`config.mk`:
```
export PLATFORM = sky130hd
export DESIGN_NAME = legv8_regfile
export DESIGN_NICKNAME = d
export VERILOG_FILES = /design/src/rtl/legv8_pkg.sv /design/src/rtl/regfile_read_port.sv /design/src/rtl/legv8_regfile.sv
export SDC_FILE = /design/constraint.sdc
export NUM_CORES = 2
export LEC_CHECK = 0
export BUFFER_PORTS_ARGS = -buffer_cell sky130_fd_sc_hd__buf_2
export CAP_MARGIN = 15
export CORE_ASPECT_RATIO = 0.6
export CORE_MARGIN = 3
export CORE_UTILIZATION = 45
export CTS_CLUSTER_SIZE = 24
export DETAILED_ROUTE_END_ITERATION = 8
export GPL_ROUTABILITY_DRIVEN = 0
export HOLD_SLACK_MARGIN = 0.05
export PLACE_DENSITY_LB_ADDON = 0.3
export SYNTH_ARGS = -nofsm -noshare
export SYNTH_HDL_FRONTEND = slang
export SYNTH_SLANG_ARGS = --single-unit
```
`constraint.sdc`:
```
create_clock -name clock -period 1.7 [get_ports clock]
set_clock_uncertainty 0.05 [all_clocks]
set_input_delay 0.34 -clock clock [delete_from_list [all_inputs] [get_ports clock]]
set_output_delay 0.34 -clock clock [all_outputs]
set_load 0.01 [all_outputs]
```
`src/rtl/legv8_pkg.sv`:
```
// Shared widths and types for the LEGv8 integer register file.
// XZR_IDX names the architectural zero register.
package legv8_pkg;

    localparam int DATA_W     = 64;
    localparam int REG_ADDR_W = 5;
    localparam int XZR_IDX    = 31;

    typedef logic [REG_ADDR_W-1:0] reg_idx_t;
    typedef logic [DATA_W-1:0]     xword_t;

endpackage

```
`src/rtl/regfile_read_port.sv`:
```
// One registered read port: XZR check, write-to-read bypass, output register.
// Output data holds its value while read_en is low.
module regfile_read_port
    import legv8_pkg::*;
#(
    parameter int DATA_W   = legv8_pkg::DATA_W,
    parameter int ADDR_W   = legv8_pkg::REG_ADDR_W,
    parameter int ZERO_REG = legv8_pkg::XZR_IDX
) (
    input  logic              clock,
    input  logic              reset,
    input  logic [DATA_W-1:0] entries [2**ADDR_W],
    input  logic              write_en,
    input  logic [ADDR_W-1:0] write_addr,
    input  logic [DATA_W-1:0] write_data,
    input  logic              read_en,
    input  logic [ADDR_W-1:0] read_addr,
    output logic [DATA_W-1:0] read_data
);

    localparam logic [ADDR_W-1:0] ZERO_IDX = ADDR_W'(ZERO_REG);

    logic [DATA_W-1:0] read_data_reg;
    logic [DATA_W-1:0] read_data_next;

    // The zero check comes first so a write to XZR can never bypass into a read.
    always_comb begin
        read_data_next = read_data_reg;
        if (read_en) begin
            if (read_addr == ZERO_IDX) begin
                read_data_next = '0;
            end else if (write_en && (write_addr == read_addr)) begin
                read_data_next = write_data;
            end else begin
                read_data_next = entries[read_addr];
            end
        end
    end

    always_ff @(posedge clock or negedge reset) begin
        if (!reset) begin
            read_data_reg <= '0;
        end else begin
            read_data_reg <= read_data_next;
        end
    end

    assign read_data = read_data_reg;

endmodule

```
`src/rtl/legv8_regfile.sv`:
```
// LEGv8 register file: 32 x 64-bit, one write port, two registered read ports.
// Entries are flops (not block RAM) because reset must clear every one of them.
module legv8_regfile
    import legv8_pkg::*;
#(
    parameter int DATA_W   = legv8_pkg::DATA_W,
    parameter int ADDR_W   = legv8_pkg::REG_ADDR_W,
    parameter int ZERO_REG = legv8_pkg::XZR_IDX
) (
    input  logic              clock,
    input  logic              reset,
    input  logic              read_en,
    input  logic [ADDR_W-1:0] read_addr1,
    input  logic [ADDR_W-1:0] read_addr2,
    output logic [DATA_W-1:0] read_data1,
    output logic [DATA_W-1:0] read_data2,
    output logic              read_valid,
    input  logic              write_en,
    input  logic [ADDR_W-1:0] write_addr,
    input  logic [DATA_W-1:0] write_data
);

    localparam int DEPTH = 2**ADDR_W;

    logic [DATA_W-1:0] entries [DEPTH];
    logic              read_valid_reg;
    logic [ADDR_W-1:0] port_addr [2];
    logic [DATA_W-1:0] port_data [2];

    // XZR gets no storage at all; every other index is a plain enabled register.
    generate
        for (genvar gi = 0; gi < DEPTH; gi++) begin : g_entry
            if (gi == ZERO_REG) begin : g_zero
                assign entries[gi] = '0;
            end else begin : g_reg
                logic [DATA_W-1:0] entry_reg;
                always_ff @(posedge clock or negedge reset) begin
                    if (!reset) begin
                        entry_reg <= '0;
                    end else if (write_en && (write_addr == ADDR_W'(gi))) begin
                        entry_reg <= write_data;
                    end
                end
                assign entries[gi] = entry_reg;
            end
        end
    endgenerate

    assign port_addr[0] = read_addr1;
    assign port_addr[1] = read_addr2;

    generate
        for (genvar gi = 0; gi < 2; gi++) begin : g_port
            regfile_read_port #(
                .DATA_W   (DATA_W),
                .ADDR_W   (ADDR_W),
                .ZERO_REG (ZERO_REG)
            ) u_port (
                .clock      (clock),
                .reset      (reset),
                .entries    (entries),
                .write_en   (write_en),
                .write_addr (write_addr),
                .write_data (write_data),
                .read_en    (read_en),
                .read_addr  (port_addr[gi]),
                .read_data  (port_data[gi])
            );
        end
    endgenerate

    assign read_data1 = port_data[0];
    assign read_data2 = port_data[1];

    always_ff @(posedge clock or negedge reset) begin
        if (!reset) begin
            read_valid_reg <= 1'b0;
        end else begin
            read_valid_reg <= read_en;
        end
    end

    assign read_valid = read_valid_reg;

endmodule

```
# Yosys cells after proc, flatten, opt, wreduce, memory -nomap -nowiden
# Cells that the tools add are included.
[classes]
eq_ne = 34
order_cmp = 2
n_bitwise = 2
mux = 10
reduce_logical = 34
[op_table]
columns = ["op", "n"]
rows = [
  ["64-bit binary-select mux with 5-bit select", 2],
  ["64-bit 2-to-1 mux", 8],
  ["5-bit equality test, second input constant", 17],
  ["5-bit by 4-bit equality test with 1-bit output, second input constant", 8],
  ["1-bit logical AND", 33],
  ["5-bit by 3-bit equality test with 1-bit output, second input constant", 4],
  ["6-bit >= comparator, second input constant", 2],
  ["5-bit NOT with 6-bit output", 2],
  ["5-bit by 2-bit equality test with 1-bit output, second input constant", 2],
  ["5-bit equality test", 2],
  ["5-bit by 1-bit equality test with 1-bit output, second input constant", 1],
  ["5-bit zero test", 1],
]
[totals]
elab_cells = 116
input_bits = 83
ff_bits = 2113
output_inout_bits = 129

# Longest topological paths before layout
[depth]
ltp_word = 6
mapped_depth = 10
ltp_nobuf = 5

# By module
# A second synthesis with hierarchy kept.
[unflattened]
cells_unflattened = 7687
area_unflattened_um2 = 112427.8
[modules_own_cells]
columns = ["mod", "area_each_um2", "n_inst", "seq_area_each_um2", "cells_per_inst"]
rows = [
  ["legv8_regfile", 74141.1, 1, 49672.6, 4405],
  ["regfile_read_port", 19143.4, 2, 1601.5, 1641],
]

# Least setup slack after synthesis
# No wires, ideal clock.
[synth_path]
path_kind = "in2reg"
start = "input read_addr2[1]"
end = "register g_port[1].u_port.read_data_reg[6]"
required_time_ns = 1.524
setup_ns = 0.126
path_stages = 9
slack_ns = -0.407
n_path_buf = 4
t_arrival_ns = 1.931
cell_sequence = "buf_4 buf_2 buf_2 buf_2 mux2i_1 o22ai_1 o21ai_0 o211ai_1 a221o_1"
[synth_via]
elab_chain_cells = 6
elab_cells_between_ends = 9
classes_between = "eq/ne (2); mux (5); bitwise (1); reduce/logical (1)"
[synth_lines]
columns = ["element", "line_no", "text"]
rows = [
  ["start, declared", "legv8_regfile.sv:14", "input logic [ADDR_W-1:0] read_addr2,"],
  ["5-bit NOT with 6-bit output (implied by the code)", "regfile_read_port.sv:35", "read_data_next = entries[read_addr];"],
  ["64-bit binary-select mux with 5-bit select", "regfile_read_port.sv:35", ""],
  ["64-bit 2-to-1 mux (implied by the code) (2 in series)", "regfile_read_port.sv:35", ""],
  ["64-bit 2-to-1 mux", "regfile_read_port.sv:32", "end else if (write_en && (write_addr == read_addr)) begin"],
  ["64-bit 2-to-1 mux (*)", "regfile_read_port.sv:30", "if (read_addr == ZERO_IDX) begin"],
  ["end signal, assigned", "regfile_read_port.sv:44", "read_data_reg <= read_data_next;"],
  ["end, declared", "regfile_read_port.sv:23", "logic [DATA_W-1:0] read_data_reg;"],
]
# Mark *: on every way between the ends. The rest lies on a longest branch, timed or not. The select of a mux whose other input is x is not followed.
# A chain may end at the register's enable or synchronous reset.

# Final worst setup path
[layout_path]
start = "register g_port[1].u_port.read_data_reg[62]"
end = "output read_data2[62]"
[layout_rtl]
columns = ["element", "line_no", "text"]
rows = [
  ["end, declared", "legv8_regfile.sv:16", "output logic [DATA_W-1:0] read_data2,"],
]
# No word-level cell between the ends.

==> summary.md <==
Status
* run status: finished with violations
* violations in the final reports: negative setup slack

Yosys
* count of unique library cells instantiated by Yosys: 60
* total of flip-flops plus latches after synthesis: 2113
* number of synthesized flops with an enable pin: 0
* synthesized area: 111700 sq um
* Yosys warning total: 0
* sequential element share of the synthesized area: 0.4734
* Post-Synthesis Mean Instance Area: 14.51 sq um
* Net Count, Synth: 7779
* share of synthesized registers carrying an async set or reset: 1.000
* Post-Syn Instances: 7696
* most instantiated flip-flop cell in the synthesis netlist: dfrtp_1

Power and ir drop
* Leak: 60.93 nW
* areal power density over the cells: 1112 nW/um^2
* highest ir drop seen on vdd: 0.8898 mV
* overall power: 153.5 mW

Drt
* routed metal-1 wire length: 172.6 mm
* routed length per placed instance: 35.76 um
* post-detailed-route DRC marker count: 0
* average via count per standard cell: 6.725
* met3 routed WL: 52.60 mm
* violation count after the first detailed-route iteration: 9984
* Detailed Route WL: 431.1 mm
* total met2 wirelength after detailed routing: 186.4 mm
* top layer in use: met5
* remaining antenna violation count after routing: 0
* drt pass-1 iters: 6
* detailed-route via count: 81070

Final layout
* total area of sequential cells: 52930 sq um
* ratio of cells with drive above 1 in the final layout: 0.5410
* flip-flop count of the largest register, all copies and words added: 1984
* non-filler instance count after layout: 12060
* combined area of the multi-input logic cells: 56370 sq um
* most common library cell in the layout ignoring fill and taps: dfrtp_1
* commonest cells after routing, fill and taps aside: dfrtp_1, mux2_2, buf_4, mux4_2, mux2i_1
* fillers: 19010
* post-synthesis to final-layout area growth: 23.65%
* # nets final: 8703

Placed design
* number of instances in the placed design: 11540
* number of I/O port buffers: 211
* Worst Setup Slack post-DPL: -1.033 ns
* half-perimeter wire length after detailed placement: 291.0 mm

STA
* hold violation count in the final report: 0
* Slew Limit Headroom: 0.4439
* Tmin final: 1.947 ns
* highest clock frequency the design can meet: 513.7 MHz
* post-route setup slack: -0.2465 ns
* worst slew pin tran: 0.8342 ns
* number of setup violations in the final report: 203
* setup repair after global routing missed its margin: yes
* ratio of final minimum period to clock period: 1.145
* Final Max Tran Viols: 0

Clock network
* H-tree levels: 4
* Clk pin slew, worst setup/hold paths: 0.06 ns
* Sinks on Clock Net: 2113
* clock tree root buffer cell: clkbuf_16
* clock buffers created by TritonCTS: 204
* clock insertion delay at the later pin of the skew report: 0.88 ns
* maximum clock insertion buffer count: 4
* CTS tree: built

Setup path
* critical path buffer and inverter count: 1
* kind of end point of the critical path: primary output
* critical path fanouts, max: 2
* slowest cell on the critical path: dfrtp_2
* delay of the slowest cell on the worst path: 0.51 ns
* data required time of the worst path: 1.31 ns
* worst-path cell chain: buf_6
* arrival time at the worst endpoint: 1.56 ns
* WS Path Type: register to primary output
* category of the worst setup path launch point: register
* CP delay by family, top: flip-flops

Floorplan
* Vert. Die Dim: 391.9 um
* die boundary width: 649.2 um
* number of core rows: 140
* effective utilization at floorplan: 0.4564
* die footprint: 254400 sq um
* I/O pin cnt: 212
* Core ar.: 244700 sq um

GRT
* global-route wire length before repair: 617.3 mm
* gr ovfl total: 0
* number of antenna violations at the first check in global routing: 23
* via count of the first global-routing pass: 82110
* all-layer global routing usage: 0.3352
* pin count of the biggest net entering global routing: 84

Job
* max-cap violations: 0

Worst hold path
* kind of path behind the tightest hold check: input pin to register

per-layer routing:
layer / track usage / up-vias
met2: 0.4885 / 5200
met4: 0.1321 / 4
met1: 0.4655 / 43170
met3: 0.1072 / 1072
met5: 0 / -
li1: - / 31620
cell families after synthesis:
| group | count (synthesis) | synth area share |
|---|---|---|
| multiplexers | 3319 | 0.4013 |
| flip-flops | 2113 | 0.4734 |
| AO/OA/AOI/OAI | 920 | 0.06180 |
| buffers and inverters | 865 | 0.03936 |
| AND/OR/NAND/NOR | 469 | 0.02334 |
| XOR/XNOR | 10 | 0.0007841 |
metrics by stage:
stage	instance area, sq um	hold WS [ns]	TNS, ns	util
4_1_cts	137300	0.05273	-25.28	0.5611
2_1_floorplan	113600	-0.005591	-253.10	-
6_report	138100	0.1100	-19.83	0.5644
5_1_grt	138100	0.07509	-28.73	0.5643
3_3_place_gp	128200	0.1674	-848.09	0.5239
3_5_place_dp	128200	0.1664	-866.05	0.5239
final timing paths:
kind,from,endpoint,slack (ns),depth (start not counted)
worst min register to register,g_entry[19].g_reg.entry_reg[33]$_DFFE_PN0P_,g_entry[19].g_reg.entry_reg[33]$_DFFE_PN0P_,0.46,1
max in group asynchronous,reset,g_entry[8].g_reg.entry_reg[3]$_DFFE_PN0P_,0.67,3
worst max register to register,g_entry[28].g_reg.entry_reg[30]$_DFFE_PN0P_,g_port[0].u_port.read_data[30]$_DFFE_PN0P_,-0.19,4
worst max-delay path,g_port[1].u_port.read_data[62]$_DFFE_PN0P_,read_data2[62],-0.25,1
worst min-delay path,write_data[57],g_entry[13].g_reg.entry_reg[57]$_DFFE_PN0P_,0.11,2
min in group asynchronous,reset,g_entry[9].g_reg.entry_reg[9]$_DFFE_PN0P_,0.19,3
cell type report:
class / instances / area share
Inverter: 30 / 0.0008516
Tap cell: 3266 / 0.02959
Clock buffer: 280 / 0.04269
Timing Repair Buffer: 1553 / 0.1266
Clock inverter: 78 / 0.008561
Sequential cell: 2113 / 0.3833
Multi-Input combinational cell: 4718 / 0.4082
Antenna cell: 17 / 0.0003080
where the power goes:
part	total, mW	internal, mW	switching (mW)	leakage [nW]
clock network	49.7	28.6	21.1	3.49
logic	36.0	21.3	14.6	30.6
registers	67.9	60.0	7.85	26.9
total	154	110	43.5	60.9
synth_stat cells, types with 78 or more instances:
master | count | area share
mux2i_1 | 624 | 0.056
dfrtp_1 | 2113 | 0.47
a221o_1 | 128 | 0.011
mux2_2 | 1910 | 0.19
clkbuf_1 | 328 | 0.011
mux4_2 | 731 | 0.15
buf_2 | 334 | 0.015
nand2_1 | 78 | 0.0026
a22oi_1 | 117 | 0.0079
buf_4 | 107 | 0.0072
nor2b_1 | 153 | 0.0086
o22ai_1 | 211 | 0.012
what timing repair did:
item / CTS / global route
buffers inserted: 68 / 36
resized for setup: 269 / 113
pin swaps: 109 / 108
hold endpoints to repair: 2759 / 0
hold buffers: 53 / 0
endpoints found under the setup margin: 228 / 246
No activity file was read; power rests on OpenSTA's default activity.
